### src/rtl/lsu_seq.sv
// lsu_seq: load/store sequencer between the single-cycle RV32I datapath and a
// variable-latency data-memory bus.
//
// A decoded load/store is checked for legality in IDLE. A legal access is
// latched (size/sign, address, lane-placed write data, byte mask) and the
// sequencer moves to REQ. It holds the bus request in REQ until i_bus_ack,
// then spends one cycle in DONE, where the PC is released and load data is
// presented. An illegal access raises lsu_exc for that cycle and never
// reaches the bus.
//
// Bus handshake: o_bus_req is high for every REQ cycle. Address, we, wdata
// and bmask are held stable for that whole time. The bus answers with a
// single-cycle i_bus_ack, and i_bus_rdata must be valid in the same cycle.
// An i_bus_ack outside REQ is ignored.
//
// Optional feature: define LSU_TIMEOUT_EN to abort a REQ that waits
// TIMEOUT_CYC cycles without an ack. An aborted access still ends in DONE,
// pulses lsu_exc there, and forces ld_data to 0 with ld_vld low.
//
// Ports:
//   i_clk, i_rst_n           clock, asynchronous active-low reset
//   i_lsu_req, i_lsu_we      load/store request, 1 = store
//   i_fun3, i_addr, i_wdata  access size/sign, byte address, rs2 data
//   stall                    hold PC / suppress rd write
//   ld_data, ld_vld          extended load result (registered), valid in DONE
//   lsu_exc                  misaligned / illegal fun3 / timeout pulse
//   o_bus_*                  bus request, we, word address, wdata, byte mask
//   i_bus_ack, i_bus_rdata   bus completion and read word
//   dbg_state                current FSM state (0 IDLE, 1 REQ, 2 DONE)
module lsu_seq #(
  parameter int TIMEOUT_CYC = 255
) (
  input  logic        i_clk,
  input  logic        i_rst_n,
  input  logic        i_lsu_req,
  input  logic        i_lsu_we,
  input  logic [2:0]  i_fun3,
  input  logic [31:0] i_addr,
  input  logic [31:0] i_wdata,
  output logic        stall,
  output logic [31:0] ld_data,
  output logic        ld_vld,
  output logic        lsu_exc,
  output logic        o_bus_req,
  output logic        o_bus_we,
  output logic [31:0] o_bus_addr,
  output logic [31:0] o_bus_wdata,
  output logic [3:0]  o_bus_bmask,
  input  logic        i_bus_ack,
  input  logic [31:0] i_bus_rdata,
  output logic [1:0]  dbg_state
);

  typedef enum logic [1:0] {
    S_IDLE = 2'd0,
    S_REQ  = 2'd1,
    S_DONE = 2'd2
  } state_e;

  state_e      state_q, state_d;
  logic        we_q, we_d;
  logic [2:0]  fun3_q, fun3_d;
  logic [31:0] addr_q, addr_d;
  logic [31:0] wdata_q, wdata_d;
  logic [3:0]  bmask_q, bmask_d;
  logic [31:0] ld_data_q, ld_data_d;
  logic        tmo_q, tmo_d;   // current DONE was reached by timeout
  logic        expire;         // REQ has used up its cycle budget

  // Request decode: legality, lane placement
  logic        fun3_ok, align_ok, acc_legal;
  logic [3:0]  req_bmask;
  logic [31:0] req_wdata;

  always_comb begin
    if (i_lsu_we) fun3_ok = (i_fun3 == 3'b000) || (i_fun3 == 3'b001) || (i_fun3 == 3'b010);
    else          fun3_ok = (i_fun3 == 3'b000) || (i_fun3 == 3'b001) || (i_fun3 == 3'b010) ||
                            (i_fun3 == 3'b100) || (i_fun3 == 3'b101);
    case (i_fun3[1:0])
      2'b00:   align_ok = 1'b1;
      2'b01:   align_ok = ~i_addr[0];
      2'b10:   align_ok = (i_addr[1:0] == 2'b00);
      default: align_ok = 1'b0;
    endcase
    acc_legal = fun3_ok && align_ok;
  end

  always_comb begin
    case (i_fun3[1:0])
      2'b00: begin
        req_bmask = 4'b0001 << i_addr[1:0];
        req_wdata = {4{i_wdata[7:0]}};
      end
      2'b01: begin
        req_bmask = 4'b0011 << {i_addr[1], 1'b0};
        req_wdata = {2{i_wdata[15:0]}};
      end
      default: begin
        req_bmask = 4'hF;
        req_wdata = i_wdata;
      end
    endcase
  end

  // Load extraction from the returned word, using the latched access
  logic [7:0]  rd_byte;
  logic [15:0] rd_half;
  logic [31:0] rd_ext;

  always_comb begin
    case (addr_q[1:0])
      2'b00:   rd_byte = i_bus_rdata[7:0];
      2'b01:   rd_byte = i_bus_rdata[15:8];
      2'b10:   rd_byte = i_bus_rdata[23:16];
      default: rd_byte = i_bus_rdata[31:24];
    endcase
    rd_half = addr_q[1] ? i_bus_rdata[31:16] : i_bus_rdata[15:0];
    case (fun3_q)
      3'b000:  rd_ext = {{24{rd_byte[7]}}, rd_byte};
      3'b001:  rd_ext = {{16{rd_half[15]}}, rd_half};
      3'b100:  rd_ext = {24'd0, rd_byte};
      3'b101:  rd_ext = {16'd0, rd_half};
      default: rd_ext = i_bus_rdata;
    endcase
  end

  // Optional REQ timeout
`ifdef LSU_TIMEOUT_EN
  localparam int CNT_NEED = $clog2(TIMEOUT_CYC + 1);
  localparam int CNT_W    = (CNT_NEED > 8) ? CNT_NEED : 8;

  logic [CNT_W-1:0] cnt_q, cnt_d;

  // cnt_q counts REQ cycles already spent, so the budget is reached in the
  // cycle where this one makes TIMEOUT_CYC.
  assign expire = (state_q == S_REQ) && (cnt_q == CNT_W'(TIMEOUT_CYC - 1));

  always_comb begin
    cnt_d = cnt_q;
    if (state_q == S_REQ) cnt_d = cnt_q + 1'b1;
    else                  cnt_d = '0;
  end

  always_ff @(posedge i_clk or negedge i_rst_n) begin
    if (!i_rst_n) cnt_q <= '0;
    else          cnt_q <= cnt_d;
  end
`else
  assign expire = 1'b0;
  // TIMEOUT_CYC only matters when the timeout is built in.
  logic unused_timeout;
  assign unused_timeout = |TIMEOUT_CYC;
`endif

  // FSM next state and datapath
  always_comb begin
    state_d   = state_q;
    we_d      = we_q;
    fun3_d    = fun3_q;
    addr_d    = addr_q;
    wdata_d   = wdata_q;
    bmask_d   = bmask_q;
    ld_data_d = ld_data_q;
    tmo_d     = 1'b0;
    case (state_q)
      S_IDLE: begin
        if (i_lsu_req && acc_legal) begin
          state_d = S_REQ;
          we_d    = i_lsu_we;
          fun3_d  = i_fun3;
          addr_d  = i_addr;
          wdata_d = req_wdata;
          bmask_d = req_bmask;
        end
      end
      S_REQ: begin
        if (i_bus_ack) begin
          state_d = S_DONE;
          if (!we_q) ld_data_d = rd_ext;
        end else if (expire) begin
          state_d   = S_DONE;
          tmo_d     = 1'b1;
          ld_data_d = '0;
        end
      end
      // The request seen in DONE is still the finishing instruction.
      default: state_d = S_IDLE;
    endcase
  end

  always_ff @(posedge i_clk or negedge i_rst_n) begin
    if (!i_rst_n) begin
      state_q   <= S_IDLE;
      we_q      <= 1'b0;
      fun3_q    <= 3'd0;
      addr_q    <= 32'd0;
      wdata_q   <= 32'd0;
      bmask_q   <= 4'd0;
      ld_data_q <= 32'd0;
      tmo_q     <= 1'b0;
    end else begin
      state_q   <= state_d;
      we_q      <= we_d;
      fun3_q    <= fun3_d;
      addr_q    <= addr_d;
      wdata_q   <= wdata_d;
      bmask_q   <= bmask_d;
      ld_data_q <= ld_data_d;
      tmo_q     <= tmo_d;
    end
  end

  // Outputs. The combinational IDLE terms are gated by reset so that stall
  // and lsu_exc read 0 while reset is held.
  logic idle_req;
  assign idle_req = i_rst_n && (state_q == S_IDLE) && i_lsu_req;

  assign stall       = (idle_req && acc_legal) || (state_q == S_REQ);
  assign lsu_exc     = (idle_req && !acc_legal) || ((state_q == S_DONE) && tmo_q);
  assign ld_vld      = (state_q == S_DONE) && !we_q && !tmo_q;
  assign ld_data     = ld_data_q;
  assign o_bus_req   = (state_q == S_REQ);
  assign o_bus_we    = we_q;
  assign o_bus_addr  = {addr_q[31:2], 2'b00};
  assign o_bus_wdata = wdata_q;
  assign o_bus_bmask = bmask_q;
  assign dbg_state   = state_q;

endmodule

### config.mk
export PLATFORM = sky130hd
export DESIGN_NAME = lsu_seq
export DESIGN_NICKNAME = d
export VERILOG_FILES = /design/src/rtl/lsu_seq.sv
export SDC_FILE = /design/constraint.sdc
export NUM_CORES = 1
export LEC_CHECK = 0
export CELL_PAD_IN_SITES_DETAIL_PLACEMENT = 1
export CELL_PAD_IN_SITES_GLOBAL_PLACEMENT = 1
export CORE_UTILIZATION = 35
export CTS_CLUSTER_SIZE = 40
export DETAILED_ROUTE_END_ITERATION = 8
export PLACE_DENSITY = 0.94
export RECOVER_POWER = 25
export SYNTH_ARGS = -nofsm -noshare
export SYNTH_HDL_FRONTEND = slang
export SYNTH_SLANG_ARGS = --single-unit
export TNS_END_PERCENT = 10
### constraint.sdc
create_clock -name i_clk -period 3.85 [get_ports i_clk]
set_clock_uncertainty 0.05 [all_clocks]
set_input_delay 0.77 -clock i_clk [delete_from_list [all_inputs] [get_ports i_clk]]
set_output_delay 0.77 -clock i_clk [all_outputs]
set_load 0.05 [all_outputs]
==> impl_metrics.csv, run 1 <==
group,metric,value,unit
status,status,"finished with violations",
status,violations,"max-capacitance violations, max-slew violations",
synthesis,synth_seq_cells,106,
placed_design,dpl.hpwl,12700,µm
sta,hold-worst-slack,0.347,ns
global_routing,grt_use_total,22.5,%
final_layout,fin_util,52.2,%
pwr,pwr-share-seq,31.4,%
final_layout,fin_area,7620,µm²
synthesis,yosysTopAreaCell,"dfrtp_1",
die,coreArea,14600,µm²
worst_setup_path,r2r_slack,1.57,ns
clocking,cts_num_sinks,106,
synthesis,synth_cells,495,
final_layout,final_common_cell,"clkdlybuf4s50_1",
pwr,power_frac_clock,15.9,%
pwr,p_per_area,779,nW/µm²
placed_design,gp_congestion,0.857,
synthesis,synth.distinct_cells,36,
worst_setup_path,worstSetupEndpointType,"primary output",
detailed_routing,drt-wirelength-per-cell,19.8,µm
die,die_area,15500,µm²
sta,worst_slew_pin_slew,1.56,ns
placed_design,place_inst,834,
detailed_routing,num_vias,4467,
detailed_routing,drc,0,
job,max_cap_violations,1,
clocking,cts_buffer_depth,2,
detailed_routing,drtPass1Iterations,5,
placed_design,port_buffers,208,
die,die_x,125,µm
detailed_routing,postRouteAntennaNets,0,
pwr,power,5.93,mW
sta,fmax,0.304,GHz
clocking,clk_latency,0.35,ns
placed_design,dpl_worst_slack,0.489,ns
sta,setup_ws,0.558,ns
clocking,tritoncts,"built",
worst_setup_path,crit_chain,"clkdlybuf4s50_1 -> buf_4 -> a221o_1 -> nand2_1 -> nor4_1 -> buf_12",
worst_setup_path,setup.worst_path.class,"input pin to primary output",
global_routing,grt_util_met1,26.8,%
worst_setup_path,worstPathRequired,3.03,ns
die,num_rows,44,
final_layout,layout-drive-gt1-share,11.1,%
clocking,clkTransAtPathRegs,0.07,ns
clocking,h-tree-depth,3,
final_layout,final_cells,850,
global_routing,use_met3,6.83,%
clocking,postCtsHoldBufs,0,
global_routing,antenna_found_initial,0,
sta,finalCritPeriodShare,85.5,%
pwr,peakVddDrop,389,µV
clocking,cts_made_buffers,9,
pwr,swShare,46.7,%
synthesis,synth_ff_type,"dfrtp_1",
final_layout,fillers,1551,
global_routing,grt_pass1_wl,27500,µm
worst_setup_path,crit_arrival,2.47,ns
sta,slew_viol_final,62,
synthesis,yosys-top-cells-area,"dfrtp_1, mux2_4, o21ai_0",
clocking,root_buffer,"clkbuf_16",
worst_setup_path,crit_path_max_fanout,12,
final_layout,layout.nets,765,
sta,period_minus_slack,3.29,ns
sta,setup_viol,0,
synthesis,synth.top_cell.area_share,50.5,%
pwr,p_switching,2.77,mW
clocking,cts-resized-gates,0,
global_routing,overflow,0,
final_layout,mostFrequentLayoutCells,"clkdlybuf4s50_1, dfrtp_1, o21ai_0, nand2_1, a21oi_1",
die,die_y,125,µm
synthesis,synth_edf_count,0,
sta,final.setup.tns,0,ns
detailed_routing,finalWirelength,16800,µm
pwr,leakagePower,3.22,nW
detailed_routing,via_per_inst,5.26,
synthesis,ys_seq_area_share,50.5,%
synthesis,netlist_area,5260,µm²
global_routing,grt_max_degree,62,
global_routing,grt_pass1_vias,4928,
pwr,combPwrFrac,52.7,%
worst_hold_path,hold_path_class,"input pin to async pin",
sta,slew-limit-headroom,-4.16,%
synthesis,yosysWarnings,0,
global_routing,grtUsageMet2,37.9,%
detailed_routing,drtIter0Drc,247,
synthesis,synth-async-reset-ratio,100,%
synthesis,avgSynthCellArea,10.6,µm²
clocking,cts_setup_buffers,0,
final_layout,diodes,0,
die,io_pins,211,
worst_setup_path,slowest_delay,0.49,ns
sta,finalHoldViolCount,0,
die,initial_core_util,36.0,%
sta,rsz0062_at_grt,"no",
global_routing,grt-busiest-layer,"met2",
worst_setup_path,crit_slowest_cell,"clkdlybuf4s50_1",
placed_design,placed_cell_area,7320,µm²
pwr,p_int,3.16,mW
worst_setup_path,startpoint_type,"input pin",
final_layout,area_growth,44.9,%
[logic make-up after synthesis]
logic type,share of synthesized area (%)
AO/OA/AOI/OAI,14.6
buffers and inverters,7.88
flip-flops,50.5
multiplexers,17.3
other,0.0713
AND/OR/NAND/NOR,9.64
[cells in the mapped netlist (2+ instances only)]
cell,number
dfrtp_1,106
o21ai_0,69
nand2_1,50
a21oi_1,42
mux2i_1,33
buf_4,32
mux2_4,29
clkbuf_1,26
o211ai_1,16
nor2_1,15
mux2_2,13
nand3b_1,9
nor2b_1,8
nor3_1,8
or3_1,7
inv_1,5
buf_6,4
buf_1,2
nand2b_1,2
o21ai_1,2
o21ba_2,2
[power by group through the flow]
stage          Combinational (mW)  Clock, mW  Sequential (mW)
2_1_floorplan                1.20          0             2.74
4_1_cts                      3.15      0.970             1.87
3_5_place_dp                 3.14          0             1.88
6_report                     3.13      0.943             1.86
3_3_place_gp                 3.06          0             1.84
5_1_grt                      3.27       1.01             1.92
[state kept, by name, summed over array words and instances (netlist names)]
| register | count |
|---|---|
| o_bus_we | 1 |
| o_bus_wdata | 32 |
| o_bus_bmask | 4 |
| dbg_state | 2 |
| addr_q | 32 |
| fun3_q | 3 |
| ld_data | 32 |
[final cells by class]
class	count	area, µm²	area share (%)
inverters	5	18.8	0.246
multi-input cells	320	2220	29.1
repair buffers	219	2200	28.9
well taps	184	230	3.02
flip-flops and latches	106	2650	34.8
clock inverters	4	51.3	0.674
clock buffers	12	246	3.24
[final timing paths]
path                                            startpoint                           to  depth (start not counted)
worst max register to register       addr_q[1]$_DFFE_PN0P_      ld_data[25]$_DFFE_PN0P_                          5
min in group i_clk              o_bus_bmask[0]$_DFFE_PN0P_   o_bus_bmask[0]$_DFFE_PN0P_                          2
max in group asynchronous                          i_rst_n  o_bus_wdata[19]$_DFFE_PN0P_                          3
worst min-delay path                               i_rst_n  o_bus_wdata[18]$_DFFE_PN0P_                          1
worst max-delay path                             i_fun3[0]                      lsu_exc                          6
worst min register to register  o_bus_bmask[0]$_DFFE_PN0P_   o_bus_bmask[0]$_DFFE_PN0P_                          2
[worst max-delay path: cells and delay by family]
kind            cells  cell delay (ns)
buf+inv             3             0.94
compound gates      1             0.20
simple gates        2             0.57
[per-layer routing]
metal	share of wire [%]	vias up	wire [µm]
met5	0	-	0
met2	51	166	8570
met4	2.8	0	480
met3	6.1	31	1030
met1	40	2235	6770
li1	-	2035	-
No activity file was read; power rests on OpenSTA's default activity.
==> inputs of run 2 (changes only) <==
- HOLD_SLACK_MARGIN: default -> 0.02
==> results of run 2 <==
The final DEF is identical to that of run 1; final timing and power are the same.
==> inputs of run 3 (changes only) <==
- CORE_ASPECT_RATIO: default -> 1.5
==> run 3 against run 2 <==
Net effect: the flow finishes with violations (max-capacitance violations); sequential share of layout area is 0.11 points higher; worst hold slack gained 0.084 ns; power shrank 0.90%; largest cell class unchanged; clock-buffer cell count rose by 1; maximum frequency decreased by 0.74%; sequential power is essentially flat; largest power group unchanged; design area down 0.31%.
==> impl_metrics.csv, run 3 (synthesis results as in run 1) <==
group,metric,value,unit
die,die_x,102,µm
final_layout,layout.nets,765,
worst_hold_path,whs_path_depth,2,
pwr,p_per_area,774,nW/µm²
detailed_routing,drtIter0Drc,130,
clocking,tritoncts,"built",
status,status,"finished with violations",
die,num_rows,54,
worst_setup_path,setup.worst_path.class,"input pin to primary output",
detailed_routing,drtPass1Iterations,4,
detailed_routing,drc,0,
global_routing,antenna_found_initial,0,
worst_setup_path,slowest_delay,0.58,ns
pwr,leakagePower,3.20,nW
sta,worst_slew_pin_slew,1.49,ns
clocking,cts-resized-gates,0,
sta,rsz0062_at_grt,"no",
clocking,cts_setup_buffers,0,
status,violations,"max-capacitance violations",
worst_setup_path,crit_chain,"clkdlybuf4s50_1 -> or4_1 -> nand2_1 -> a31oi_1 -> nor2_1 -> buf_12",
die,coreArea,14600,µm²
worst_setup_path,cp.depth,6,
worst_setup_path,rr_worst_depth,4,
clocking,cts_made_buffers,9,
global_routing,grt_pass1_wl,27300,µm
pwr,power,5.88,mW
worst_setup_path,crit_path_max_fanout,5,
clocking,h-tree-depth,3,
die,die_y,152,µm
final_layout,area_growth,44.4,%
sta,finalCritPeriodShare,86.1,%
final_layout,final_common_cell,"clkdlybuf4s50_1",
global_routing,grt_pass1_vias,5042,
worst_setup_path,worstPathRequired,3.03,ns
sta,slew_viol_final,0,
die,initial_core_util,36.0,%
worst_setup_path,reg2reg_from,"addr_q[1]$_DFFE_PN0P_",
worst_setup_path,reg2reg_to,"ld_data[13]$_DFFE_PN0P_",
final_layout,mostFrequentLayoutCells,"clkdlybuf4s50_1, dfrtp_1, o21ai_0, nand2_1, a21oi_1",
worst_setup_path,startpoint_type,"input pin",
job,max_cap_violations,1,
placed_design,gp_congestion,0.843,
placed_design,port_buffers,208,
sta,slew-limit-headroom,0.348,%
global_routing,grt_use_total,23.0,%
worst_setup_path,crit_arrival,2.50,ns
worst_setup_path,crit_slowest_cell,"or4_1",
clocking,root_buffer,"clkbuf_16",
sta,finalHoldViolCount,0,
die,die_area,15500,µm²
worst_hold_path,hold_end,"o_bus_wdata[26]$_DFFE_PN0P_",
sta,period_minus_slack,3.32,ns
sta,final.setup.tns,0,ns
worst_hold_path,hp-start,"o_bus_wdata[26]$_DFFE_PN0P_",
sta,fmax,0.302,GHz
worst_setup_path,r2r_slack,1.61,ns
clocking,clkTransAtPathRegs,0.07,ns
global_routing,overflow,0,
worst_setup_path,worstSetupEndpointType,"primary output",
clocking,cts_num_sinks,106,
worst_hold_path,hold_path_class,"register to register",
clocking,cts_buffer_depth,2,
detailed_routing,via_per_inst,5.13,
detailed_routing,postRouteAntennaNets,0,
worst_setup_path,critPathBufInv,2,
global_routing,grt_max_degree,60,
die,io_pins,211,
final_layout,diodes,0,
final_layout,layout-drive-gt1-share,11.1,%
detailed_routing,num_vias,4418,
worst_setup_path,crit_family,"simple AND/OR/NAND/NOR gates",
placed_design,dpl.hpwl,13200,µm
sta,setup_viol,0,
clocking,clk_latency,0.34,ns
detailed_routing,drt-wirelength-per-cell,20.1,µm
pwr,peakVddDrop,339,µV
clocking,postCtsHoldBufs,0,
final_layout,fillers,1616,
detailed_routing,finalWirelength,17400,µm
[run 3: area by class of cell]
cell class / instances / area [µm²] / share of cell area [%]
clock buffer: 13 / 260 / 3.43
clock inverter: 3 / 23.8 / 0.313
inverter: 5 / 18.8 / 0.247
multi-input combinational: 320 / 2220 / 29.2
sequential: 106 / 2650 / 34.9
tap: 196 / 245 / 3.23
timing repair buffer: 219 / 2180 / 28.7
[run 3: per-stage QoR]
| stage | hold WS [ns] | instances | setup slack (ns) | cell area, µm² | util [%] |
|---|---|---|---|---|---|
| finish | 0.431 | 862 | 0.534 | 7590 | 52.0 |
| global route | 0.474 | 862 | 0.480 | 7590 | 52.0 |
| CTS | 0.437 | 862 | 0.547 | 7600 | 52.1 |
| detailed placement | 0.426 | 846 | 0.570 | 7310 | 50.1 |
| global placement | 0.411 | 846 | 0.597 | 7310 | 50.1 |
| floorplan | 0.424 | 496 | 0.556 | 5260 | - |
[run 3: power by group]
group	leakage, nW	switching, mW	internal (mW)	total [mW]
combinational	1.80	2.02	1.12	3.14
sequential	1.26	0.340	1.51	1.85
clock	0.132	0.406	0.477	0.883
[run 3: worst min-delay path, cell delays in order (launching register included)]
cell     delay [ns]
dfrtp_1        0.34
nand2_1        0.05
o21ai_0        0.06
[run 3: worst max path at each step]
stage / from / end / slack (ns)
finish: i_addr[0] / stall / 0.53
global route: i_addr[0] / stall / 0.48
CTS: i_addr[0] / stall / 0.55
detailed placement: i_addr[1] / stall / 0.57
global placement: i_addr[1] / stall / 0.60
floorplan: i_fun3[0] / lsu_exc / 0.56
[run 3: per-layer routing]
| metal | vias up | part of all wire [%] | GRT usage [%] |
|---|---|---|---|
| li1 | 2037 | - | - |
| met1 | 2206 | 36 | 23.9 |
| met2 | 144 | 56 | 43.2 |
| met3 | 31 | 5.0 | 5.06 |
| met4 | 0 | 3.3 | 8.84 |
| met5 | - | 0 | 0 |
